### config.mk
export PLATFORM = sky130hd
export DESIGN_NAME = serial_mag_comp_flat
export DESIGN_NICKNAME = d
export VERILOG_FILES = /design/src/rtl/smc_if.sv /design/src/rtl/serial_mag_comp.sv /design/src/flat_wrapper.sv
export SDC_FILE = /design/constraint.sdc
export NUM_CORES = 1
export LEC_CHECK = 0
export CAP_MARGIN = 0
export CELL_PAD_IN_SITES_DETAIL_PLACEMENT = 1
export CELL_PAD_IN_SITES_GLOBAL_PLACEMENT = 1
export CORE_UTILIZATION = 35
export CTS_BUF_LIST = sky130_fd_sc_hd__clkbuf_16
export DETAILED_ROUTE_END_ITERATION = 7
export GPL_TIMING_DRIVEN = 1
export PLACE_DENSITY_LB_ADDON = 0.1
export SETUP_SLACK_MARGIN = 0.5
export SLEW_MARGIN = 10
export SYNTH_ARGS = -nofsm -noshare
export SYNTH_HDL_FRONTEND = slang
export SYNTH_SLANG_ARGS = --single-unit
### constraint.sdc
create_clock -name clk -period 2.4 [get_ports clk]
set_input_delay 0.48 -clock clk [delete_from_list [all_inputs] [get_ports clk]]
set_output_delay 0.48 -clock clk [all_outputs]
set_load 0.03 [all_outputs]
### src/rtl/smc_if.sv
// Handshake/operand bundle for serial_mag_comp.
// master: start, a, b, signed_mode out; busy, done, gt, lt, eq in.
// slave : the comparator side of the same signals.
interface smc_if #(
    parameter int unsigned WIDTH = 8
);
    logic             start;
    logic [WIDTH-1:0] a;
    logic [WIDTH-1:0] b;
    logic             signed_mode;
    logic             busy;
    logic             done;
    logic             gt;
    logic             lt;
    logic             eq;

    modport master (
        output start, a, b, signed_mode,
        input  busy, done, gt, lt, eq
    );

    modport slave (
        input  start, a, b, signed_mode,
        output busy, done, gt, lt, eq
    );
endinterface

### src/rtl/serial_mag_comp.sv
// Multi-cycle magnitude comparator: compares two WIDTH-bit operands MSB-first,
// DIGIT bits per clock, exiting at the first differing digit.
// Ports:
//   clk, rst_n   - clock, asynchronous active-low reset
//   bus (slave)  - start/a/b/signed_mode in; busy/done/gt/lt/eq out (registered)
module serial_mag_comp #(
    parameter int unsigned WIDTH = 8,
    parameter int unsigned DIGIT = 1
) (
    input  logic clk,
    input  logic rst_n,
    smc_if.slave bus
);

    localparam int unsigned NDIG  = (DIGIT == 0) ? 1 : WIDTH / DIGIT;
    localparam int unsigned CNT_W = (NDIG > 1) ? $clog2(NDIG) : 1;

    localparam logic [1:0] S_IDLE = 2'd0;
    localparam logic [1:0] S_RUN  = 2'd1;
    localparam logic [1:0] S_DONE = 2'd2;

    // Reject operand/digit combinations that do not split evenly.
    if (WIDTH < 2 || DIGIT == 0 || (WIDTH % DIGIT) != 0) begin : g_param_check
        $error("serial_mag_comp: WIDTH must be >= 2 and a multiple of DIGIT");
    end

    logic [1:0]       state_q, state_d;
    logic [WIDTH-1:0] sa_q, sa_d;
    logic [WIDTH-1:0] sb_q, sb_d;
    logic [CNT_W-1:0] cnt_q, cnt_d;
    logic             busy_q, busy_d;
    logic             done_q, done_d;
    logic             gt_q, gt_d;
    logic             lt_q, lt_d;
    logic             eq_q, eq_d;

    logic [WIDTH-1:0] msb_flip;
    logic [DIGIT-1:0] da;
    logic [DIGIT-1:0] db;

    // Flipping both MSBs maps two's-complement to offset binary, so an
    // unsigned digit compare yields the signed ordering.
    assign msb_flip = {bus.signed_mode, {(WIDTH-1){1'b0}}};
    assign da       = sa_q[WIDTH-1 -: DIGIT];
    assign db       = sb_q[WIDTH-1 -: DIGIT];

    // Next-state and output logic.
    always_comb begin
        state_d = state_q;
        sa_d    = sa_q;
        sb_d    = sb_q;
        cnt_d   = cnt_q;
        busy_d  = busy_q;
        done_d  = 1'b0;
        gt_d    = gt_q;
        lt_d    = lt_q;
        eq_d    = eq_q;

        case (state_q)
            S_IDLE: begin
                if (bus.start) begin
                    sa_d    = bus.a ^ msb_flip;
                    sb_d    = bus.b ^ msb_flip;
                    gt_d    = 1'b0;
                    lt_d    = 1'b0;
                    eq_d    = 1'b0;
                    cnt_d   = '0;
                    busy_d  = 1'b1;
                    state_d = S_RUN;
                end
            end
            S_RUN: begin
                if (da > db) begin
                    gt_d    = 1'b1;
                    done_d  = 1'b1;
                    busy_d  = 1'b0;
                    state_d = S_DONE;
                end else if (da < db) begin
                    lt_d    = 1'b1;
                    done_d  = 1'b1;
                    busy_d  = 1'b0;
                    state_d = S_DONE;
                end else if (cnt_q == CNT_W'(NDIG - 1)) begin
                    eq_d    = 1'b1;
                    done_d  = 1'b1;
                    busy_d  = 1'b0;
                    state_d = S_DONE;
                end else begin
                    sa_d  = sa_q << DIGIT;
                    sb_d  = sb_q << DIGIT;
                    cnt_d = cnt_q + CNT_W'(1);
                end
            end
            S_DONE: begin
                state_d = S_IDLE;
            end
            default: begin
                state_d = S_IDLE;
                busy_d  = 1'b0;
            end
        endcase
    end

    // State and output registers.
    always_ff @(posedge clk or negedge rst_n) begin
        if (!rst_n) begin
            state_q <= S_IDLE;
            sa_q    <= '0;
            sb_q    <= '0;
            cnt_q   <= '0;
            busy_q  <= 1'b0;
            done_q  <= 1'b0;
            gt_q    <= 1'b0;
            lt_q    <= 1'b0;
            eq_q    <= 1'b0;
        end else begin
            state_q <= state_d;
            sa_q    <= sa_d;
            sb_q    <= sb_d;
            cnt_q   <= cnt_d;
            busy_q  <= busy_d;
            done_q  <= done_d;
            gt_q    <= gt_d;
            lt_q    <= lt_d;
            eq_q    <= eq_d;
        end
    end

    assign bus.busy = busy_q;
    assign bus.done = done_q;
    assign bus.gt   = gt_q;
    assign bus.lt   = lt_q;
    assign bus.eq   = eq_q;

endmodule

### src/flat_wrapper.sv
// flat-port wrapper written by rule: the top's interface ports become plain ports
module serial_mag_comp_flat 
#(
    parameter int unsigned WIDTH = 8,
    parameter int unsigned DIGIT = 1
)
  (clk, rst_n, bus_start, bus_a, bus_b, bus_signed_mode, bus_busy, bus_done, bus_gt, bus_lt, bus_eq);
  smc_if #(.WIDTH(WIDTH)) bus_i ();
  input  logic clk;
  input  logic rst_n;
  input wire logic [$bits(bus_i.start)-1:0] bus_start;
  input wire logic [$bits(bus_i.a)-1:0] bus_a;
  input wire logic [$bits(bus_i.b)-1:0] bus_b;
  input wire logic [$bits(bus_i.signed_mode)-1:0] bus_signed_mode;
  output wire logic [$bits(bus_i.busy)-1:0] bus_busy;
  output wire logic [$bits(bus_i.done)-1:0] bus_done;
  output wire logic [$bits(bus_i.gt)-1:0] bus_gt;
  output wire logic [$bits(bus_i.lt)-1:0] bus_lt;
  output wire logic [$bits(bus_i.eq)-1:0] bus_eq;
  assign bus_i.start = bus_start;
  assign bus_i.a = bus_a;
  assign bus_i.b = bus_b;
  assign bus_i.signed_mode = bus_signed_mode;
  assign bus_busy = bus_i.busy;
  assign bus_done = bus_i.done;
  assign bus_gt = bus_i.gt;
  assign bus_lt = bus_i.lt;
  assign bus_eq = bus_i.eq;
  serial_mag_comp #(.WIDTH(WIDTH), .DIGIT(DIGIT)) u_core (.clk(clk), .rst_n(rst_n), .bus(bus_i));
endmodule
# After elaboration in Yosys (flattened, before gate mapping)
# Cells that the tools add are included.
[classes] n_mux=39 n_reduce_logical=8 eq_ne=11 bitwise=3 n_addsub=1 order_cmp=2
[ops] operator="two-way mux 8 bit" count=8
[ops] operator="one-hot mux 8 bit (2 select lines)" count=2
[ops] operator="bitwise XOR 8 bit" count=2
[ops] operator="two-way mux 1 bit" count=15
[ops] operator="two-way mux 3 bit" count=4
[ops] operator="AND reduction 5 bit" count=2
[ops] operator="two-way mux 2 bit" count=4
[ops] operator="!= test 2 bit, second input constant" count=4
[ops] operator="!= test 2 x 1 -> 1 bit, second input constant" count=3
[ops] operator="one-hot mux 1 bit (2 select lines)" count=3
[ops] operator="one-hot mux 3 bit (2 select lines)" count=1
[ops] operator="AND reduction 3 bit" count=2
[ops] operator="!= test 4 x 1 -> 1 bit, second input constant" count=1
[ops] operator="one-hot mux 2 bit (2 select lines)" count=1
[ops] operator="AND reduction 4 bit" count=1
[ops] operator="adder 3 x 1 -> 3 bit, second input constant" count=1
[ops] operator="== test 3 bit, second input constant" count=1
[ops] operator="one-hot mux 1 bit (3 select lines)" count=1
[ops] operator="== test 2 x 1 -> 1 bit, second input constant" count=1
[ops] operator="== test 2 bit, second input constant" count=1
[ops] operator="logical NOT 2 bit" count=1
[ops] operator="AND reduction 2 bit" count=1
[ops] operator="nonzero test 2 bit" count=1
[ops] operator="greater-than comparator 1 bit" count=1
[ops] operator="other kinds (2)" count=2
[totals] inputBits=20 register_bits=26 wordCells=73 output_inout_bits=5

# Depth between registers and ports, before layout
# Gate-level depths: netlist of the first run.
[depth] ltp_word=5 depth_mapped=6

# Worst setup path before layout of the first run
# Ideal clock, no wire load.
[synth_path] path_kind="register -> register" startpoint="register u_core.cnt_q[0]" endpoint="register u_core.sa_q[3]" period_less_slack_ns=1.794 arrival_time_ns=1.668 setup_time_ns=0.125 setup_slack_ns=0.606 n_path_buf=1 stages_incl_launch_ff=7 cell_sequence="dfrtp_1 > ha_1 > ha_1 > nor3_2 > a21o_4 > buf_6 > mux2_4"
[synth_via] elab_chain_cells=3
[synth_rtl] element="start: declaration" line_no="serial_mag_comp.sv:30" text="logic [CNT_W-1:0] cnt_q, cnt_d;"
[synth_rtl] element="start signal: assignment" line_no="serial_mag_comp.sv:120" text="cnt_q <= cnt_d;"
[synth_rtl] element="== test 3 bit" line_no="serial_mag_comp.sv:83" text="end else if (cnt_q == CNT_W'(NDIG - 1)) begin"
[synth_rtl] element="!= test 2 bit (no line)"
[synth_rtl] element="AND reduction 5 bit (no line)"
[synth_rtl] element="end signal: assignment" line_no="serial_mag_comp.sv:108" text="sa_q <= '0;"
[synth_rtl] element="end signal: assignment" line_no="serial_mag_comp.sv:118" text="sa_q <= sa_d;"
[synth_rtl] element="end: declaration" line_no="serial_mag_comp.sv:28" text="logic [WIDTH-1:0] sa_q, sa_d;"
# Every way passes these cells.
# A chain may end at the register's enable or synchronous reset.

# Worst setup path after layout of the first run
[layout_path] startpoint="register u_core.cnt_q[0]" endpoint="register u_core.sb_q[6]"
[layout_via] elab_chain_cells=3
[layout_rtl] element="== test 3 bit" line_no="serial_mag_comp.sv:83"
[layout_rtl] element="!= test 2 bit (no line)"
[layout_rtl] element="AND reduction 5 bit (no line)"
[layout_rtl] element="end signal: assignment" line_no="serial_mag_comp.sv:109" text="sb_q <= '0;"
[layout_rtl] element="end signal: assignment" line_no="serial_mag_comp.sv:119" text="sb_q <= sb_d;"
[layout_rtl] element="end: declaration" line_no="serial_mag_comp.sv:29" text="logic [WIDTH-1:0] sb_q, sb_d;"
# Every way passes these cells.

==> impl_metrics.py, run 1 <==
metrics = {
    "critical_path": {
        "cp.arrival_ns": 1.96,
        "cp_num_buf_inv": 0,
        "r2r-start": "u_core.cnt_q[0]",
        "critical-path-top-delay-family": "adder cells",
        "endpoint": "u_core.sb_q[6]",
        "worstReg2RegEnd": "u_core.sb_q[6]",
        "crit_start": "u_core.cnt_q[0]",
        "cpPeakStageDelay_ns": 0.39,
        "cp.required_ns": 2.54,
        "cp_max_fo": 15,
        "endpoint_kind": "register",
        "rrSetupSlack_ns": 0.59,
        "path_depth": 5,
        "slowest_stage": "dfrtp_1",
        "start_kind": "register",
        "crit_path_frequent_cell": "ha_1",
        "reg2reg_depth": 5,
        "cp_cell_sequence": "ha_1, ha_1, nor3_2, a21o_4, mux2_2",
        "path_class": "reg2reg",
    },
    "cts": {
        "htreeDepth": 1,
        "cts_max_path_buffers": 2,
        "cts-resized-gates": 0,
        "ctsHoldBuffers": 0,
        "cts_buffers": 3,
        "clkLatencyLatePin_ns": 0.26,
        "cts_setup_buffers": 0,
        "cts.sinks": 26,
        "clkTransAtPathRegs_ns": 0.06,
        "root_buffer": "clkbuf_16",
        "cts_tree": "done",
    },
    "synthesis": {
        "yosysSeqAreaShare": 0.4929,
        "synth_edf_count": 0,
        "ys_async_sr_fraction": 1.000,
        "synth_ff_type": "dfrtp_1",
        "synth_seq_cells": 26,
        "synth.top_cells.by_area": "dfrtp_1 (49%), mux2_4 (13%), mux2_2 (11%)",
        "syn-num-nets": 120,
        "synth_area_sq_um": 1320,
        "synth_area_leader_cell": "dfrtp_1",
        "synth_top_cell_area_share": 0.4929,
        "synth_cells": 96,
        "yosys_warnings": 0,
        "synth.distinct_cells": 26,
        "avgSynthCellArea_sq_um": 13.75,
    },
    "final_layout": {
        "fin_nets": 149,
        "antenna_cells": 0,
        "fillers": 374,
        "syn2layout_area_growth_pct": 27.68,
        "fin_cells": 170,
        "drive_gt1_frac": 0.2984,
        "layout_commonest_cell": "dfrtp_1",
        "final_cell_mix": "dfrtp_1 (26), clkdlybuf4s50_1 (24), mux2_2 (13), mux2_4 (11), inv_1 (6)",
    },
    "floorplan": {
        "fp.coreArea_sq_um": 3468,
        "rows": 21,
        "start_util": 0.3806,
        "die_area_sq_um": 4021,
        "boundaryPins": 25,
        "die_y_um": 63.41,
        "die_w_um": 63.41,
    },
    "sta": {
        "hold_viol_final": 0,
        "layout_min_cycle_time_ns": 1.812,
        "tightest_slew_ns": 0.3322,
        "finalSetupViolCount": 0,
        "max_freq_ghz": 0.5519,
        "rsz0062_at_grt": "no",
        "period_share": 0.7550,
        "relSlewSlack": 0.7785,
        "fin_skew_ns": 0.001902,
        "maxSlewViolCount": 0,
        "setup-tns-final_ns": 0,
    },
    "job": {
        "drv_cap": 0,
    },
    "detailed_routing": {
        "antenna_left": 0,
        "dr.pass1.iters": 4,
        "dr.first_iter.drc_count": 21,
        "vias": 829,
        "routedWlPerCell_um": 14.23,
        "routed_via_density": 4.876,
        "drt_wl_total_um": 2419,
        "drc_errors": 0,
    },
    "global_route": {
        "grt-ovfl-total": 0,
        "antenna_found_initial": 0,
        "grt_max_degree": 27,
        "grt_pass1_vias": 933,
        "grt_pass1_wl_um": 4436,
        "grt_usage": 0.1378,
    },
    "placed_design": {
        "port_buffers": 24,
        "place_inst": 166,
        "hpwl_um": 1736,
        "gp_congestion": 0.6670,
    },
    "outcome": {
        "status": "completed",
    },
    "min_path": {
        "hp-class": "reg2reg",
        "whs_path_depth": 1,
    },
    "power_and_ir_drop": {
        "power_leakage_nw": 0.7717,
        "peakVddDrop_mv": 0.4503,
        "total_power_mw": 2.208,
        "p_per_area_nw_per_um2": 1310,
    },
}
[per-layer routing]
metal / vias up / routed length [um] / global-route usage / share of wire
li1: 394 / - / - / -
met1: 418 / 1146 / 0.1870 / 0.47
met2: 15 / 1197 / 0.2274 / 0.49
met3: 2 / 54 / 0.01630 / 0.022
met4: 0 / 21 / 0.04261 / 0.0087
met5: - / 0 / 0 / 0
[registers in the layout (all words and copies together), names as in the netlist]
register,flops
u_core.bus.done,1
u_core.sb_q,8
u_core.sa_q,8
u_core.state_q,2
u_core.bus.busy,1
u_core.bus.lt,1
u_core.bus.gt,1
u_core.bus.eq,1
u_core.cnt_q,3
[cell type report]
cell class | count | area [sq um] | share of cell area
sequential | 26 | 650.6 | 0.3860
tap | 46 | 57.56 | 0.03415
clock buffer | 3 | 75.07 | 0.04454
inverter | 6 | 22.52 | 0.01336
timing repair buffer | 28 | 270.3 | 0.1604
clock inverter | 1 | 3.754 | 0.002227
multi-input combinational | 60 | 605.6 | 0.3593
[synth_stat cells, drive strengths merged, types with 2 or more instances]
| cell type | number |
|---|---|
| a21oi | 2 |
| a22o | 4 |
| and2 | 2 |
| buf | 3 |
| dfrtp | 26 |
| ha | 4 |
| inv | 6 |
| mux2 | 24 |
| mux2i | 4 |
| nand2b | 2 |
| nor2 | 3 |
| o21ai | 3 |
| xor2 | 2 |
[stage by stage]
| step | hold WS (ns) | instance area [sq um] | setup WS [ns] | util |
|---|---|---|---|---|
| floorplan | 0.1844 | 1320 | 0.6064 | - |
| global placement | 0.4645 | 1607 | 0.4622 | 0.4632 |
| detailed placement | 0.4887 | 1607 | 0.4193 | 0.4632 |
| CTS | 0.5039 | 1685 | 0.5804 | 0.4859 |
| global route | 0.5248 | 1685 | 0.5052 | 0.4859 |
| finish | 0.5001 | 1685 | 0.5880 | 0.4859 |
[worst min path at each step]
stage	start	end	slack, ns
final	u_core.bus.lt	u_core.bus.lt	0.50
after global routing	u_core.bus.lt	u_core.bus.lt	0.52
after CTS	u_core.bus.lt	u_core.bus.lt	0.50
after detailed placement	u_core.bus.lt	u_core.bus.lt	0.49
after global placement	u_core.bus.gt	u_core.bus.gt	0.46
after floorplan	rst_n	u_core.bus.busy	0.18
[cell families (layout without fill, tap and decap cells)]
| logic type | Yosys count | count (layout) | synth area share |
|---|---|---|---|
| multiplexers | 28 | 28 | 0.2664 |
| flip-flops | 26 | 26 | 0.4929 |
| AO/OA/AOI/OAI | 13 | 13 | 0.07582 |
| AND/OR/NAND/NOR | 13 | 13 | 0.06540 |
| buffers and inverters | 10 | 38 | 0.04833 |
| adder cells (fa/ha/maj) | 4 | 4 | 0.03792 |
| XOR/XNOR | 2 | 2 | 0.01327 |
[power breakdown]
part           leakage, nW  switching, mW  internal, mW
logic                0.411          0.469         0.607
clock network       0.0385          0.143         0.223
registers            0.322          0.123         0.644
total                0.772          0.734          1.47
(Power assumes the default switching activity.)
==> run 2: changes to the inputs <==
- clock period: 2.4 -> 1.8 ns (I/O delays scaled with it)
==> run 2 against run 1 <==
  * Global-route usage is 1.8 points higher
  * Combinational power is 68% higher
  * Final cell count is 5.3% higher
  * Non-clock buffer count is 8 higher
  * Fmax is 12% higher
  * Routed wire length is 16% higher
==> impl_metrics.py, run 2 (synthesis gave the netlist of run 1 again) <==
metrics = {
    "final_layout": {
        "final_cell_area_sq_um": 1852,
        "fin_nets": 158,
        "final_cell_mix": "dfrtp_1 (26), clkdlybuf4s50_1 (18), mux2_4 (12), mux2_2 (12), buf_4 (7)",
        "fillers": 367,
        "syn2layout_area_growth_pct": 40.28,
        "layout_commonest_cell": "dfrtp_1",
        "antenna_cells": 0,
        "top_regs": "u_core.sa_q (8), u_core.sb_q (8), u_core.cnt_q (3)",
        "fin_cells": 179,
        "drive_gt1_frac": 0.4511,
        "utilization": 0.5339,
    },
    "placed_design": {
        "place_inst": 171,
        "port_buffers": 24,
        "gp_congestion": 0.6933,
        "hpwl_um": 1979,
        "placed_cell_area_sq_um": 1665,
    },
    "outcome": {
        "status": "completed",
    },
    "floorplan": {
        "fp.coreArea_sq_um": 3468,
        "die_area_sq_um": 4021,
        "boundaryPins": 25,
        "rows": 21,
        "start_util": 0.3806,
        "die_y_um": 63.41,
        "die_w_um": 63.41,
    },
    "cts": {
        "clkLatencyLatePin_ns": 0.27,
        "htreeDepth": 1,
        "cts_buffers": 3,
        "root_buffer": "clkbuf_16",
        "cts_max_path_buffers": 2,
        "cts.sinks": 26,
        "cts_tree": "done",
        "clkTransAtPathRegs_ns": 0.07,
        "ctsHoldBuffers": 0,
    },
    "sta": {
        "setup-tns-final_ns": 0,
        "layout_min_cycle_time_ns": 1.623,
        "maxSlewViolCount": 0,
        "hold_viol_final": 0,
        "tightest_slew_ns": 0.3563,
        "period_share": 0.9017,
        "finalSetupViolCount": 0,
        "fin_skew_ns": 0.003405,
        "rsz0062_at_grt": "yes",
        "max_freq_ghz": 0.6161,
        "relSlewSlack": 0.7625,
    },
    "global_route": {
        "grt_max_degree": 27,
        "grt-ovfl-total": 0,
        "antenna_found_initial": 0,
        "grt_usage": 0.1559,
        "grt_pass1_vias": 937,
        "grt_pass1_wl_um": 4623,
    },
    "critical_path": {
        "cp_max_fo": 7,
        "cp.arrival_ns": 1.78,
        "path_depth": 5,
        "path_class": "reg2reg",
        "slowest_stage": "dfrtp_1",
        "reg2reg_depth": 5,
        "start_kind": "register",
        "cp_num_buf_inv": 0,
        "cp.required_ns": 1.95,
        "critical-path-top-delay-family": "flip-flops",
        "cpPeakStageDelay_ns": 0.40,
        "cp_cell_sequence": "ha_2, ha_4, nor3_4, a21o_4, mux2_2",
        "endpoint_kind": "register",
    },
    "power_and_ir_drop": {
        "total_power_mw": 3.479,
        "power_leakage_nw": 0.8515,
        "p_per_area_nw_per_um2": 1879,
        "swShare": 0.3271,
        "combPwrFrac": 0.519,
        "pwr-share-clk": 0.188,
        "sequentialPowerShare": 0.293,
        "internal-power_mw": 2.341,
        "peakVddDrop_mv": 0.6679,
        "p_switching_mw": 1.138,
    },
    "detailed_routing": {
        "antenna_left": 0,
        "dr.first_iter.drc_count": 31,
        "routed_via_density": 4.916,
        "vias": 880,
        "dr.pass1.iters": 4,
        "routedWlPerCell_um": 15.72,
        "drt_wl_total_um": 2813,
        "drc_errors": 0,
    },
    "min_path": {
        "hp-class": "in2async",
    },
    "job": {
        "drv_cap": 0,
    },
}
==> run 2: cell types whose count changed in the layout (fill, tap and decap cells not counted), moves of 2 or more <==
cell and change:
buf_2 +4, clkdlybuf4s50_1 -6, buf_4 +3, buf_6 +5
o21ai_0 -2, ha_1 -4, ha_2 +3
==> run 2: path summary, 6_finish.rpt <==
path	slack (ns)	from	endpoint
worst max-delay path	0.18	u_core.cnt_q[0]	u_core.sa_q[1]
worst min register to register	0.47	u_core.bus.gt	u_core.bus.gt
min in group clk	0.47	u_core.bus.gt	u_core.bus.gt
worst max register to register	0.18	u_core.cnt_q[0]	u_core.sa_q[1]
worst min-delay path	0.46	rst_n	u_core.bus.done
max in group asynchronous	1.08	rst_n	u_core.sa_q[4]
==> run 2: per-layer routing <==
| layer | wire length (um) | track usage | share of wire | vias up |
|---|---|---|---|---|
| li1 | - | - | - | 419 |
| met1 | 1256 | 0.1933 | 0.45 | 437 |
| met2 | 1384 | 0.2527 | 0.49 | 19 |
| met3 | 114 | 0.04167 | 0.041 | 5 |
| met4 | 57 | 0.06818 | 0.020 | 0 |
| met5 | 0 | 0 | 0 | - |
==> run 2: what timing repair did <==
item / CTS / global route
setup buffers: 2 / 1
gates cloned: 1 / 0
resized for setup: 28 / 15
setup endpoints to repair: 26 / 28
==> run 2: area by class of cell <==
cell class | count | area (sq um) | area share
Clock inverter | 1 | 30.03 | 0.01622
Tap cell | 46 | 57.56 | 0.03108
Sequential cell | 26 | 650.6 | 0.3514
Multi-Input combinational cell | 61 | 686.9 | 0.3709
Clock buffer | 3 | 75.07 | 0.04054
Timing Repair Buffer | 36 | 329.1 | 0.1777
Inverter | 6 | 22.52 | 0.01216
==> run 2: power by group through the flow <==
stage                     Combinational [mW]  Sequential, mW  Clock [mW]
after floorplan                         1.14            1.07           0
after global placement                  1.54            1.01           0
after detailed placement                1.60            1.02           0
after CTS                               1.73            1.02       0.673
after global routing                    1.95            1.05       0.696
final                                   1.81            1.02       0.654
==> run 2: through the flow <==
stage          worst slack, ns  hold WS, ns
6_report                0.1770       0.4644
5_1_grt                0.09885       0.4982
4_1_cts                 0.1556       0.4721
3_5_place_dp          -0.02276       0.4685
3_3_place_gp         -0.002423       0.4640
2_1_floorplan           0.1735      0.06441
==> run 2: worst reg2reg max path: stages (launching register included) <==
cell	delay (ns)
dfrtp_1	0.40
ha_2	0.20
ha_4	0.17
nor3_4	0.18
a21o_4	0.22
mux2_2	0.34
